$ cat src/rtl/spell_mem_ctrl_if.sv
// Bus bundle for spell_mem_ctrl: CPU data port, I/O register block port and
// external memory port. The controller takes the slave modport and the CPU side
// together with the attached slaves takes the master modport.
interface spell_mem_ctrl_if;
  // CPU side
  logic       mem_req;
  logic [7:0] mem_addr;
  logic [7:0] mem_wdata;
  logic       mem_write;
  logic [7:0] mem_rdata;
  logic       mem_ready;
  logic       mem_err;
  // I/O register block
  logic       io_select;
  logic [7:0] io_addr;
  logic [7:0] io_data_in;
  logic       io_write;
  logic [7:0] io_data_out;
  logic       io_data_ready;
  // External memory
  logic       ext_req;
  logic [7:0] ext_addr;
  logic [7:0] ext_wdata;
  logic       ext_write;
  logic [7:0] ext_rdata;
  logic       ext_ack;

  modport master (
    output mem_req, mem_addr, mem_wdata, mem_write,
    input  mem_rdata, mem_ready, mem_err,
    input  io_select, io_addr, io_data_in, io_write,
    output io_data_out, io_data_ready,
    input  ext_req, ext_addr, ext_wdata, ext_write,
    output ext_rdata, ext_ack
  );

  modport slave (
    input  mem_req, mem_addr, mem_wdata, mem_write,
    output mem_rdata, mem_ready, mem_err,
    output io_select, io_addr, io_data_in, io_write,
    input  io_data_out, io_data_ready,
    output ext_req, ext_addr, ext_wdata, ext_write,
    input  ext_rdata, ext_ack
  );
endinterface

$ cat src/rtl/spell_mem_ctrl.sv
// Data-memory bus controller for the spell CPU. Decodes each load/store into
// the 32-byte scratch RAM, the I/O register block or the external memory port
// and answers the CPU with a one-cycle registered ready pulse.
// Optional wait timeout: define SPELL_MEM_CTRL_TIMEOUT_EN (adds TIMEOUT parameter).
module spell_mem_ctrl #(
`ifdef SPELL_MEM_CTRL_TIMEOUT_EN
  parameter int unsigned TIMEOUT = 255,
`endif
  parameter logic [7:0]  IO_BASE = 8'h20,
  parameter logic [7:0]  IO_TOP  = 8'h3F
) (
  input logic            clk,
  input logic            rst_n,
  spell_mem_ctrl_if.slave bus
);

  typedef enum logic [1:0] {StIdle, StIoWait, StExtWait, StResp} state_e;

  localparam logic [7:0] RamTop = 8'h1F;

  state_e     state_q, state_d;
  logic [7:0] mem_rdata_q, mem_rdata_d;
  logic       mem_ready_q, mem_ready_d;
  logic       io_select_q, io_select_d;
  logic [7:0] io_addr_q, io_addr_d;
  logic [7:0] io_data_in_q, io_data_in_d;
  logic       io_write_q, io_write_d;
  logic       ext_req_q, ext_req_d;
  logic [7:0] ext_addr_q, ext_addr_d;
  logic [7:0] ext_wdata_q, ext_wdata_d;
  logic       ext_write_q, ext_write_d;
  logic       write_q, write_d;

  logic [7:0] ram_q [32];
  logic       ram_we;
  logic       is_ram, is_io;

`ifdef SPELL_MEM_CTRL_TIMEOUT_EN
  localparam logic [7:0] TimeoutLast = 8'(TIMEOUT - 1);
  logic [7:0] cnt_q, cnt_d;
  logic       err_q, err_d;
  logic       expired;
  assign expired = (cnt_q == TimeoutLast);
`endif

  assign is_ram = (bus.mem_addr <= RamTop);
  assign is_io  = (bus.mem_addr >= IO_BASE) && (bus.mem_addr <= IO_TOP);

  // Next-state and registered-output decode
  always_comb begin
    state_d      = state_q;
    mem_rdata_d  = mem_rdata_q;
    mem_ready_d  = 1'b0;
    io_select_d  = io_select_q;
    io_addr_d    = io_addr_q;
    io_data_in_d = io_data_in_q;
    io_write_d   = io_write_q;
    ext_req_d    = ext_req_q;
    ext_addr_d   = ext_addr_q;
    ext_wdata_d  = ext_wdata_q;
    ext_write_d  = ext_write_q;
    write_d      = write_q;
    ram_we       = 1'b0;
`ifdef SPELL_MEM_CTRL_TIMEOUT_EN
    cnt_d        = cnt_q;
    err_d        = err_q;
`endif
    unique case (state_q)
      StIdle: begin
        if (bus.mem_req) begin
          write_d = bus.mem_write;
`ifdef SPELL_MEM_CTRL_TIMEOUT_EN
          err_d   = 1'b0;
          cnt_d   = 8'h00;
`endif
          if (is_ram) begin
            // Reset must not let a pending store slip into the RAM
            ram_we      = bus.mem_write & rst_n;
            mem_rdata_d = bus.mem_write ? 8'h00 : ram_q[bus.mem_addr[4:0]];
            mem_ready_d = 1'b1;
            state_d     = StResp;
          end else if (is_io) begin
            io_select_d  = 1'b1;
            io_addr_d    = bus.mem_addr;
            io_data_in_d = bus.mem_wdata;
            io_write_d   = bus.mem_write;
            state_d      = StIoWait;
          end else begin
            ext_req_d   = 1'b1;
            ext_addr_d  = bus.mem_addr;
            ext_wdata_d = bus.mem_wdata;
            ext_write_d = bus.mem_write;
            state_d     = StExtWait;
          end
        end
      end
      StIoWait: begin
        if (bus.io_data_ready) begin
          mem_rdata_d = write_q ? 8'h00 : bus.io_data_out;
          io_select_d = 1'b0;
          io_write_d  = 1'b0;
          mem_ready_d = 1'b1;
          state_d     = StResp;
        end
`ifdef SPELL_MEM_CTRL_TIMEOUT_EN
        else if (expired) begin
          mem_rdata_d = 8'hFF;
          err_d       = 1'b1;
          io_select_d = 1'b0;
          io_write_d  = 1'b0;
          mem_ready_d = 1'b1;
          state_d     = StResp;
        end else begin
          cnt_d = cnt_q + 8'd1;
        end
`endif
      end
      StExtWait: begin
        if (bus.ext_ack) begin
          mem_rdata_d = write_q ? 8'h00 : bus.ext_rdata;
          ext_req_d   = 1'b0;
          mem_ready_d = 1'b1;
          state_d     = StResp;
        end
`ifdef SPELL_MEM_CTRL_TIMEOUT_EN
        else if (expired) begin
          mem_rdata_d = 8'hFF;
          err_d       = 1'b1;
          ext_req_d   = 1'b0;
          mem_ready_d = 1'b1;
          state_d     = StResp;
        end else begin
          cnt_d = cnt_q + 8'd1;
        end
`endif
      end
      StResp: begin
        // One idle cycle follows, so io_select stays low for RESP + IDLE
        state_d = StIdle;
      end
      default: state_d = StIdle;
    endcase
  end

  // State and output registers, synchronous reset
  always_ff @(posedge clk) begin
    if (!rst_n) begin
      state_q      <= StIdle;
      mem_rdata_q  <= 8'h00;
      mem_ready_q  <= 1'b0;
      io_select_q  <= 1'b0;
      io_addr_q    <= 8'h00;
      io_data_in_q <= 8'h00;
      io_write_q   <= 1'b0;
      ext_req_q    <= 1'b0;
      ext_addr_q   <= 8'h00;
      ext_wdata_q  <= 8'h00;
      ext_write_q  <= 1'b0;
      write_q      <= 1'b0;
`ifdef SPELL_MEM_CTRL_TIMEOUT_EN
      cnt_q        <= 8'h00;
      err_q        <= 1'b0;
`endif
    end else begin
      state_q      <= state_d;
      mem_rdata_q  <= mem_rdata_d;
      mem_ready_q  <= mem_ready_d;
      io_select_q  <= io_select_d;
      io_addr_q    <= io_addr_d;
      io_data_in_q <= io_data_in_d;
      io_write_q   <= io_write_d;
      ext_req_q    <= ext_req_d;
      ext_addr_q   <= ext_addr_d;
      ext_wdata_q  <= ext_wdata_d;
      ext_write_q  <= ext_write_d;
      write_q      <= write_d;
`ifdef SPELL_MEM_CTRL_TIMEOUT_EN
      cnt_q        <= cnt_d;
      err_q        <= err_d;
`endif
    end
  end

  // Scratch RAM write port; contents survive reset
  always_ff @(posedge clk) begin
    if (ram_we) begin
      ram_q[bus.mem_addr[4:0]] <= bus.mem_wdata;
    end
  end

  assign bus.mem_rdata  = mem_rdata_q;
  assign bus.mem_ready  = mem_ready_q;
  assign bus.io_select  = io_select_q;
  assign bus.io_addr    = io_addr_q;
  assign bus.io_data_in = io_data_in_q;
  assign bus.io_write   = io_write_q;
  assign bus.ext_req    = ext_req_q;
  assign bus.ext_addr   = ext_addr_q;
  assign bus.ext_wdata  = ext_wdata_q;
  assign bus.ext_write  = ext_write_q;
`ifdef SPELL_MEM_CTRL_TIMEOUT_EN
  assign bus.mem_err    = err_q;
`else
  assign bus.mem_err    = 1'b0;
`endif

endmodule

$ cat src/flat_wrapper.sv
// flat-port wrapper written by rule: the top's interface ports become plain ports
module spell_mem_ctrl_flat 
#(

  parameter logic [7:0]  IO_BASE = 8'h20,
  parameter logic [7:0]  IO_TOP  = 8'h3F
)
  (clk, rst_n, bus_mem_req, bus_mem_addr, bus_mem_wdata, bus_mem_write, bus_mem_rdata, bus_mem_ready, bus_mem_err, bus_io_select, bus_io_addr, bus_io_data_in, bus_io_write, bus_io_data_out, bus_io_data_ready, bus_ext_req, bus_ext_addr, bus_ext_wdata, bus_ext_write, bus_ext_rdata, bus_ext_ack);
  spell_mem_ctrl_if bus_i ();
  input logic clk;
  input logic rst_n;
  input wire logic [$bits(bus_i.mem_req)-1:0] bus_mem_req;
  input wire logic [$bits(bus_i.mem_addr)-1:0] bus_mem_addr;
  input wire logic [$bits(bus_i.mem_wdata)-1:0] bus_mem_wdata;
  input wire logic [$bits(bus_i.mem_write)-1:0] bus_mem_write;
  output wire logic [$bits(bus_i.mem_rdata)-1:0] bus_mem_rdata;
  output wire logic [$bits(bus_i.mem_ready)-1:0] bus_mem_ready;
  output wire logic [$bits(bus_i.mem_err)-1:0] bus_mem_err;
  output wire logic [$bits(bus_i.io_select)-1:0] bus_io_select;
  output wire logic [$bits(bus_i.io_addr)-1:0] bus_io_addr;
  output wire logic [$bits(bus_i.io_data_in)-1:0] bus_io_data_in;
  output wire logic [$bits(bus_i.io_write)-1:0] bus_io_write;
  input wire logic [$bits(bus_i.io_data_out)-1:0] bus_io_data_out;
  input wire logic [$bits(bus_i.io_data_ready)-1:0] bus_io_data_ready;
  output wire logic [$bits(bus_i.ext_req)-1:0] bus_ext_req;
  output wire logic [$bits(bus_i.ext_addr)-1:0] bus_ext_addr;
  output wire logic [$bits(bus_i.ext_wdata)-1:0] bus_ext_wdata;
  output wire logic [$bits(bus_i.ext_write)-1:0] bus_ext_write;
  input wire logic [$bits(bus_i.ext_rdata)-1:0] bus_ext_rdata;
  input wire logic [$bits(bus_i.ext_ack)-1:0] bus_ext_ack;
  assign bus_i.mem_req = bus_mem_req;
  assign bus_i.mem_addr = bus_mem_addr;
  assign bus_i.mem_wdata = bus_mem_wdata;
  assign bus_i.mem_write = bus_mem_write;
  assign bus_mem_rdata = bus_i.mem_rdata;
  assign bus_mem_ready = bus_i.mem_ready;
  assign bus_mem_err = bus_i.mem_err;
  assign bus_io_select = bus_i.io_select;
  assign bus_io_addr = bus_i.io_addr;
  assign bus_io_data_in = bus_i.io_data_in;
  assign bus_io_write = bus_i.io_write;
  assign bus_i.io_data_out = bus_io_data_out;
  assign bus_i.io_data_ready = bus_io_data_ready;
  assign bus_ext_req = bus_i.ext_req;
  assign bus_ext_addr = bus_i.ext_addr;
  assign bus_ext_wdata = bus_i.ext_wdata;
  assign bus_ext_write = bus_i.ext_write;
  assign bus_i.ext_rdata = bus_ext_rdata;
  assign bus_i.ext_ack = bus_ext_ack;
  spell_mem_ctrl #(.IO_BASE(IO_BASE), .IO_TOP(IO_TOP)) u_core (.clk(clk), .rst_n(rst_n), .bus(bus_i));
endmodule
$ cat config.mk
export PLATFORM = sky130hd
export DESIGN_NAME = spell_mem_ctrl_flat
export DESIGN_NICKNAME = d
export VERILOG_FILES = /design/src/rtl/spell_mem_ctrl_if.sv /design/src/rtl/spell_mem_ctrl.sv /design/src/flat_wrapper.sv
export SDC_FILE = /design/constraint.sdc
export NUM_CORES = 1
export LEC_CHECK = 0
export BUFFER_PORTS_ARGS = -buffer_cell sky130_fd_sc_hd__buf_2
export CELL_PAD_IN_SITES_DETAIL_PLACEMENT = 0
export CELL_PAD_IN_SITES_GLOBAL_PLACEMENT = 1
export CORE_MARGIN = 3
export CORE_UTILIZATION = 35
export CTS_BUF_LIST = sky130_fd_sc_hd__clkbuf_8
export DETAILED_ROUTE_END_ITERATION = 7
export PLACE_DENSITY = 0.66
export SYNTH_ARGS = -nofsm -noshare
export SYNTH_HDL_FRONTEND = slang
export SYNTH_SLANG_ARGS = --single-unit
$ cat constraint.sdc
create_clock -name clk -period 2.3 [get_ports clk]
set_input_delay 0.46 -clock clk [delete_from_list [all_inputs] [get_ports clk]]
set_output_delay 0.46 -clock clk [all_outputs]
set_load 0.02 [all_outputs]
==> metrics.md, run 1 <==
| Metric | Value |
|---|---|
| Yosys reg bits | `around 300` |
| Post-synthesis sequential area ratio | `0.718` |
| Layout cells sized above 1 | `0.266` |
| Crit end category | `flip-flop` |
| Vias in the first global route | `7,706` |
| Post-CTS sizing | `0` |
| F_max | `0.460 GHz` |
| Setup bufs post-CTS | `0` |
| MaxCap Viol Count | `0` |
| First-pass GRT wire length | `between 40,000 and 50,000 um` |
| Total I/O pin count | `84` |
| Hold WC Path Type | `in2reg` |
| Power density over the cells | `about 830 mW/mm2` |
| Leakage power | `roughly 5.6 nW` |
| H-tree levels | `2` |
| Ys Warns | `0` |
| Final WS setup | `roughly 120 ps` |
| CTS tree | `built` |
| Prevailing post-synth register cell | `edfxtp_1` |
| DIE AREA | `roughly 0.037 mm2` |
| Via/cell ratio | `around 5.0` |
| Worst VDD drop | `approximately 500 uV` |
| Final wirelength | `approximately 30,000 um` |
| RSZ-0062 raised after global routing | `false` |
| Worst slew pin tran | `773 ps` |
| Worst setup path startpoint | `u_core.state_q[1]` |
| Post-route cell area | `about 0.015 mm2` |
| DRT Pass-1 Iters | `4` |
| Clock skew | `16.2 ps` |
| Tcrit/Tclk final | `0.946` |
| Post-synth ARST share | `0` |
| Final hold viol count | `0` |
| CTS buffer count | `50` |
| Root buf cell | `clkbuf_8` |
| Most common cell after layout, fill and taps aside | `edfxtp_1` |
| Mapped Avg Cell Area | `between 10 and 15 um2` |
| Startpoint Class | `flip-flop` |
| Synthesized cell area | `0.0120 mm2` |
| # DRC | `0` |
| Worst Path Required | `2560 ps` |
| FF-to-FF Start | `u_core.state_q[1]` |
| NumNets Final | `between 1,000 and 1,500` |
| Post-synth top area share | `0.638` |
| Yosys cell types | `44` |
| Core area | `roughly 0.034 mm2` |
| Starting DRC count in detailed routing | `591` |
| WL per Instance | `20.0 um` |
| Port Buf Inserts | `82` |
| GRT Util Overall | `0.166` |
| Worst R2R Setup Slack | `about 120 ps` |
| Post-synth EDFFs | `~260` |
| Main area contributors after synthesis | `edfxtp_1 64%, mux2i_1 11%, dfxtp_1 8.0%, o22ai_1 3.3%, nand2_1 2.6%` |
| Slew HR | `0.484` |
| Clock sinks | `just over 300` |
| Syn Inst Count | `818` |
| Clock Latency Late Sink | `around 560 ps` |
| Setup violations, final | `0` |
| End point of the critical path | `u_core.ram_q[30][7]` |
| Vias | `~7,500` |
| Reg-to-Reg End | `u_core.ram_q[30][7]` |
| Chip width | `roughly 190 um` |
| Die Ht | `192 um` |
| Clock-pin slew on the worst setup and hold paths | `approximately 60 ps` |
| Total gr overflow | `0` |
| R2R depth | `9` |
| Antenna viol nets, final | `0` |
| Area leader, netlist | `edfxtp_1` |
| Slew Limit Fails | `0` |
| Worst path arrival time | `2440 ps` |
| Critical-path maximum fanout | `8` |
| Initial Util | `0.357` |
| Placer Congestion | `0.860` |
| Initial antenna violation count | `0` |
| Pre-CTS setup slack | `-157 ps` |
| Longest Clk Path Bufs | `3` |
| Post-DP HPWL | `20,000 um` |
| Post-place instance area | `0.0139 mm2` |
| Setup CP Type | `reg2reg` |
| Cts hold-fix bufs | `0` |
| Status | `finished clean` |
| Largest net degree at the start of global routing | `39` |
| Power, Total | `~12 mW` |
| Commonest cells after routing, fill and taps aside | `256 x edfxtp_1, 129 x mux2i_1, 111 x buf_4, 83 x nand2_1, 81 x buf_2` |
| Final Critical Period | `roughly 2200 ps` |
| Area grow syn2layout | `23.6%` |
| Row count | `67` |
| # diodes | `0` |
| Synthesized net count | `between 800 and 900` |
| Fin util | `0.442` |
sequential cells by signal, summed over array words and instances, names as in the netlist, 2 cells and up:
signal / flops
u_core.bus.ext_addr: 8
u_core.bus.ext_wdata: 8
u_core.bus.io_addr: 8
u_core.bus.io_data_in: 8
u_core.bus.mem_rdata: 8
u_core.ram_q: 256
u_core.state_q: 2
synthesized netlist by cell type, types with 7 or more instances:
| master | instances |
|---|---|
| dfxtp_1 | 48 |
| mux2i_1 | 129 |
| edfxtp_1 | 256 |
| a221o_1 | 9 |
| a21oi_1 | 32 |
| buf_2 | 19 |
| o22ai_1 | 64 |
| nor2_1 | 55 |
| nor3_1 | 7 |
| clkbuf_1 | 22 |
| nand2_1 | 83 |
| nor4_1 | 16 |
| a22oi_1 | 8 |
worst max-delay path, cell delays in order, from the launching register on:
cell and delay (ps):
dfxtp_1 330, inv_1 110, ha_1 180, and2_1 150
and4_1 270, nor2b_1 190, nand2_1 140, buf_4 190
nor2_1 110, buf_4 200
through the flow:
step,hold WS (ps),std cells,setup TNS [ps]
6_report,262,1512,0
4_1_cts,228,1512,0
5_1_grt,277,1512,0
3_3_place_gp,439,1422,-744
2_1_floorplan,451,818,-5260
3_5_place_dp,446,1422,-752
how the worst min path moves through the flow:
stage                                   startpoint                       end  slack [ps]  cells after the start
after CTS                          bus_mem_addr[5]    u_core.bus.ext_addr[5]         230                      4
after detailed placement    u_core.bus.ext_addr[5]    u_core.bus.ext_addr[5]         450                      2
after floorplan                     u_core.write_q            u_core.write_q         450                      2
after global placement    u_core.bus.io_data_in[3]  u_core.bus.io_data_in[3]         440                      2
after global routing                   bus_ext_ack        u_core.bus.ext_req         280                      4
final                              bus_mem_addr[5]    u_core.bus.ext_addr[5]         260                      4
where the power goes:
part	total (mW)	switching (mW)	internal [mW]
sequential	6.17	0.0767	6.10
clock	4.55	2.06	2.49
combinational	1.64	0.995	0.640
total	12.4	3.13	9.22
logic make-up after synthesis:
kind of cell,share of synthesized area
buffers and inverters,0.0218
other,0.000311
muxes,0.107
DFF,0.718
adders and majority gates,0.00519
AOI/OAI and AO/OA,0.0662
and+or+nand+nor,0.0813
routing by layer:
metal | share of wire | up-vias | track usage | wire length, um
met1 | 0.47 | 3685 | 0.236 | 14300
li1 | - | 3574 | - | -
met4 | 0.025 | 0 | 0.0531 | 770
met2 | 0.45 | 191 | 0.253 | 13700
met5 | 0 | - | 0 | 0
met3 | 0.052 | 60 | 0.0370 | 1570
layout make-up:
class	instances	area, um2
clock buffers	57	785
clock inverters	33	196
fillers	3076	18800
inverters	6	22.5
multi-input cells	458	3160
flip-flops and latches	304	8650
well taps	448	561
repair buffers	206	1510
(Power assumes the default switching activity.)
==> inputs of run 2 (changes only) <==
Settings changed: CORE_MARGIN 3 to 2, PLACE_DENSITY 0.66 to 0.63.
Clock period 2.3 ns to 2.2 ns, I/O delays scaled along.
==> run 2 against run 1 <==
  * Register-to-register slack better by 40 ps
  * Core utilization up 0.20 points
  * Wire length up 0.76%
  * Via count up 0.47%
  * Die area down 2.1%
  * Flip-flop and latch count unchanged
  * Non-clock buffer count unchanged
  * Global-route usage up 0.35 points
  * Clock skew up 2.8 ps
  * Fmax up 6.6%
  * Critical path type unchanged
==> metrics.md, run 2 (synthesis results as in run 1) <==
| Metric | Value |
|---|---|
| Row count | `67` |
| Setup CP Type | `reg2reg` |
| Core area | `about 0.034 mm2` |
| Clock Latency Late Sink | `around 560 ps` |
| Hold WC Path Type | `in2reg` |
| Worst VDD drop | `around 500 uV` |
| DRT Pass-1 Iters | `5` |
| Port Buf Inserts | `just over 80` |
| Clock power frac | `0.364` |
| Slew Limit Fails | `0` |
| Fillers | `3,080` |
| MaxCap Viol Count | `0` |
| Sw Ratio | `0.257` |
| Total gr overflow | `0` |
| H-tree levels | `2` |
| Worst path arrival time | `2290 ps` |
| Antenna viol nets, final | `0` |
| Crit-path max cell delay | `~310 ps` |
| Starting DRC count in detailed routing | `622` |
| # diodes | `0` |
| FF-to-FF Start | `u_core.state_q[1]` |
| Post-route cell area | `0.0150 mm2` |
| Tcrit/Tclk final | `0.927` |
| Psw | `3.32 mW` |
| Layout cells sized above 1 | `0.265` |
| Hold_sp | `bus_ext_ack` |
| Startpoint Class | `flip-flop` |
| Critical-path maximum fanout | `8` |
| Root buf cell | `clkbuf_8` |
| Total I/O pin count | `84` |
| Power density over the cells | `863 mW/mm2` |
| Largest net degree at the start of global routing | `39` |
| Die Ht | `between 150 and 200 um` |
| Longest Clk Path Bufs | `3` |
| F_max | `0.490 GHz` |
| Setup violations, final | `0` |
| NumNets Final | `1,068` |
| Most common cell after layout, fill and taps aside | `edfxtp_1` |
| Initial Util | `0.357` |
| Fin cells | `1,513` |
| Setup bufs post-CTS | `0` |
| Clock skew | `19.0 ps` |
| Largest register FFs | `approximately 260` |
| R2R depth | `9` |
| Placer Congestion | `0.849` |
| Post-DP HPWL | `20,200 um` |
| Worst R2R Setup Slack | `~160 ps` |
| Final wirelength | `roughly 30,000 um` |
| Final Critical Period | `slightly above 2000 ps` |
| WL per Instance | `slightly above 20 um` |
| Power, Total | `approximately 13 mW` |
| Vias in the first global route | `7,503` |
| Crit path cell chain | `inv_1, ha_1, and2_1, and4_4, nor2b_2, nand2_1, buf_4, nor2_1, buf_4` |
| Clock-pin slew on the worst setup and hold paths | `approximately 60 ps` |
| Chip width | `~190 um` |
| Int Pwr | `between 9 and 10 mW` |
| CTS tree | `built` |
| Most Frequent Cell on Critical Path | `buf_4` |
| Crit end category | `flip-flop` |
| Reg-to-Reg End | `u_core.ram_q[30][5]` |
| Final hold viol count | `0` |
| Vias | `~7,500` |
| Hold Path Stages | `4` |
| Via/cell ratio | `between 4 and 5` |
| CP max-delay cell | `dfxtp_1` |
| CP delay by family, top | `simple AND/OR/NAND/NOR gates` |
| Clock sinks | `around 300` |
| Flop pwr share | `0.500` |
| RSZ-0062 raised after global routing | `false` |
| Hold worst-path end | `u_core.bus.ext_req` |
| Commonest cells after routing, fill and taps aside | `256 x edfxtp_1, 129 x mux2i_1, 104 x buf_4, 83 x nand2_1, 81 x buf_2` |
| Slew HR | `0.468` |
| Worst slew pin tran | `between 700 and 800 ps` |
| Placed Cells | `1,422` |
| Logic pwr share | `0.136` |
| Status | `finished clean` |
| DIE AREA | `around 0.036 mm2` |
| Post-place instance area | `roughly 0.014 mm2` |
| Crit path buf inv count | `3` |
| GRT Util Overall | `0.169` |
| # DRC | `0` |
| Leakage power | `~5.6 nW` |
| CTS buffer count | `49` |
| Setup TNS | `0 ps` |
| Worst Path Required | `approximately 2500 ps` |
| Initial antenna violation count | `0` |
| Area grow syn2layout | `24.2%` |
| First-pass GRT wire length | `45,600 um` |
| Cts hold-fix bufs | `0` |
## run 2: worst max-delay path by stage
stage | from | endpoint | slack (ps) | cells after the start
floorplan | u_core.state_q[0] | u_core.ram_q[28][0] | -100 | 9
CTS | u_core.state_q[0] | u_core.bus.mem_rdata[1] | 110 | 8
detailed placement | bus_mem_addr[2] | u_core.bus.mem_rdata[6] | -240 | 8
global placement | bus_mem_addr[2] | u_core.bus.mem_rdata[5] | -270 | 8
global route | u_core.state_q[0] | u_core.bus.mem_rdata[2] | 10 | 8
finish | u_core.state_q[1] | u_core.ram_q[30][5] | 160 | 9
## run 2: area by class of cell
type / instances / area (um2) / share of cell area
Tap cell: 448 / 561 / 0.0375
Timing Repair Buffer: 206 / 1600 / 0.107
Inverter: 6 / 22.5 / 0.00151
Sequential cell: 304 / 8650 / 0.578
Multi-Input combinational cell: 458 / 3180 / 0.213
Clock buffer: 51 / 702 / 0.0469
Clock inverter: 40 / 244 / 0.0163
## run 2: power by group through the flow
stage | registers (mW) | logic [mW] | clock network (mW)
CTS | 6.45 | 1.77 | 4.82
detailed placement | 6.57 | 1.77 | 0
finish | 6.46 | 1.76 | 4.69
global placement | 6.58 | 1.76 | 0
floorplan | 6.70 | 0.893 | 0
global route | 6.47 | 1.92 | 5.05
## run 2: timing repair
item	CTS	global route
setup endpoints to repair	0	136
gates resized for setup	0	3
endpoints found under the hold margin	0	0
## run 2: worst min-delay path: stages
cell and delay, ps:
buf_2 120, o21ai_0 70, a2bb2oi_1 70, nor2_1 80
## run 2: per-layer routing
metal,up-vias,part of all wire,track usage
met2,213,0.45,0.263
met4,0,0.018,0.0435
met1,3715,0.47,0.242
met5,-,0,0
li1,3572,-,-
met3,45,0.060,0.0341
## run 2: per-stage QoR
stage	util	setup slack (ps)	hold WS (ps)
floorplan	-	-98.4	451
global placement	0.416	-269	441
detailed placement	0.416	-242	447
CTS	0.444	108	238
global route	0.444	9.76	266
finish	0.444	160	272
==> inputs of run 3 (changes only) <==
Settings changed: CELL_PAD_IN_SITES_DETAIL_PLACEMENT 0 to 1, CELL_PAD_IN_SITES_GLOBAL_PLACEMENT 1 to 2, PLACE_DENSITY 0.63 to 0.71.
==> run 3 against run 2 <==
  * Wire length is 12% higher
  * Largest power group unchanged
  * Cell count is 1.1% higher
  * First-iteration DRC count is 15% lower
  * Power is 2.7% higher
  * Critical endpoint is now u_core.ram_q[24][1]
  * Clock power is 4.5% higher
  * Via count is 4.5% higher
  * Highest routed layer unchanged
==> metrics.md, run 3 (synthesis results as in run 1) <==
| Metric | Value |
|---|---|
| Setup violations, final | `0` |
| Post-place instance area | `between 0.01 and 0.015 mm2` |
| Post-DP HPWL | `22,800 um` |
| # DRC | `0` |
| CTS tree | `built` |
| Slew HR | `0.423` |
| Initial Util | `0.357` |
| NumNets Final | `around 1,100` |
| Antenna viol nets, final | `0` |
| Fillers | `roughly 3,500` |
| DIE AREA | `approximately 0.036 mm2` |
| Crit-path max cell delay | `310 ps` |
| Leakage power | `5.69 nW` |
| Clock Latency Late Sink | `between 500 and 600 ps` |
| Fin util | `0.449` |
| Clock sinks | `about 300` |
| Clock-pin slew on the worst setup and hold paths | `around 60 ps` |
| Crit end category | `flip-flop` |
| Worst path arrival time | `between 2000 and 2500 ps` |
| Power density over the cells | `around 880 mW/mm2` |
| # diodes | `0` |
| Tcrit/Tclk final | `0.964` |
| Commonest cells after routing, fill and taps aside | `256 x edfxtp_1, 129 x mux2i_1, 124 x buf_4, 83 x nand2_1, 81 x buf_2` |
| Final hold viol count | `0` |
| Pre-CTS setup slack | `-283 ps` |
| Crit path cell chain | `inv_1, ha_2, and2_1, and4_4, nor2b_2, nand2b_1, buf_4, nor3_4, buf_12` |
| Die Ht | `around 190 um` |
| Total I/O pin count | `84` |
| Vias | `just under 8,000` |
| Worst setup path startpoint | `u_core.state_q[0]` |
| Hold WC Path Type | `in2reg` |
| CP delay by family, top | `simple AND/OR/NAND/NOR gates` |
| Port Buf Inserts | `roughly 80` |
| MaxCap Viol Count | `0` |
| Root buf cell | `clkbuf_8` |
| Final WS setup | `between 70 and 80 ps` |
| Layout cells sized above 1 | `0.281` |
| Largest net degree at the start of global routing | `39` |
| GRT Util Overall | `0.194` |
| Via/cell ratio | `5.15` |
| Core area | `approximately 0.034 mm2` |
| Vias in the first global route | `8,485` |
| FF/Latch Area | `approximately 0.0086 mm2` |
| Hold_sp | `bus_ext_ack` |
| Chip width | `around 190 um` |
| Most common cell after layout, fill and taps aside | `edfxtp_1` |
| DRT Pass-1 Iters | `5` |
| Startpoint Class | `flip-flop` |
| Critical-path maximum fanout | `8` |
| Crit path buf inv count | `3` |
| Initial antenna violation count | `0` |
| First-pass GRT wire length | `51,900 um` |
| Worst Path Required | `roughly 2500 ps` |
| Final wirelength | `roughly 34,000 um` |
| Longest Clk Path Bufs | `3` |
| Status | `finished clean` |
| CTS buffer count | `49` |
| CP max-delay cell | `dfxtp_1` |
| Total gr overflow | `0` |
| H-tree levels | `2` |
| Post-route cell area | `0.0151 mm2` |
| Starting DRC count in detailed routing | `530` |
| Largest register FFs | `between 200 and 300` |
| WL per Instance | `22.3 um` |
| Placer Congestion | `0.791` |
| F_max | `roughly 0.47 GHz` |
| Worst slew pin tran | `a little under 900 ps` |
| Slew Limit Fails | `0` |
| FF-to-FF Start | `u_core.state_q[0]` |
| Clock skew | `17.6 ps` |
| Worst VDD drop | `about 430 uV` |
| Multi-input logic area | `0.00319 mm2` |
| Row count | `67` |
| Area grow syn2layout | `25.5%` |
| Final Critical Period | `approximately 2100 ps` |
| Setup CP Type | `reg2reg` |
run 3: worst min-delay path: cells and delay by family:
kind	cells	cell delay [ps]
AO/OA/AOI/OAI	2	140
AND/OR/NAND/NOR	1	70
buffers and inverters	1	120
run 3: layout make-up:
| cell class | count | area share |
|---|---|---|
| clock buffers | 57 | 0.0519 |
| clock inverters | 31 | 0.0133 |
| inverters | 6 | 0.00149 |
| multi-input cells | 458 | 0.211 |
| flip-flops and latches | 304 | 0.572 |
| well taps | 448 | 0.0371 |
| repair buffers | 226 | 0.113 |
run 3: routing by layer:
| metal | vias up | track usage | routed length, um |
|---|---|---|---|
| met1 | 4010 | 0.258 | 15300 |
| met3 | 51 | 0.0374 | 1910 |
| met4 | 0 | 0.0549 | 703 |
| met2 | 218 | 0.323 | 16200 |
| met5 | - | 0 | 0 |
| li1 | 3606 | - | - |
run 3: worst paths after layout:
check | cells past startpoint | slack [ps] | end
max | 9 | 80 | u_core.ram_q[24][1]
min | 4 | 240 | u_core.bus.ext_req
max reg2reg | 9 | 80 | u_core.ram_q[24][1]
min reg2reg | 2 | 450 | u_core.bus.io_data_in[2]
run 3: power by group:
group	total [mW]	internal, mW	switching [mW]
registers	6.45	6.37	0.0744
logic	1.90	0.757	1.14
clock network	4.90	2.70	2.21
run 3: repair_timing:
item / 4_1_cts / 5_1_grt
setup buffers: 0 / 2
setup endpoints to repair: 24 / 136
cloned: 0 / 0
resized for setup: 1 / 8
hold buffers: 0 / 0
run 3: stage by stage:
step	hold slack (ps)	std cells	power, mW	TNS, ps
2_1_floorplan	451	818	7.59	-8050
3_3_place_gp	440	1440	8.40	-4970
3_5_place_dp	449	1440	8.43	-10780
4_1_cts	225	1528	13.3	0
5_1_grt	261	1530	13.8	-130
6_report	240	1530	13.3	0
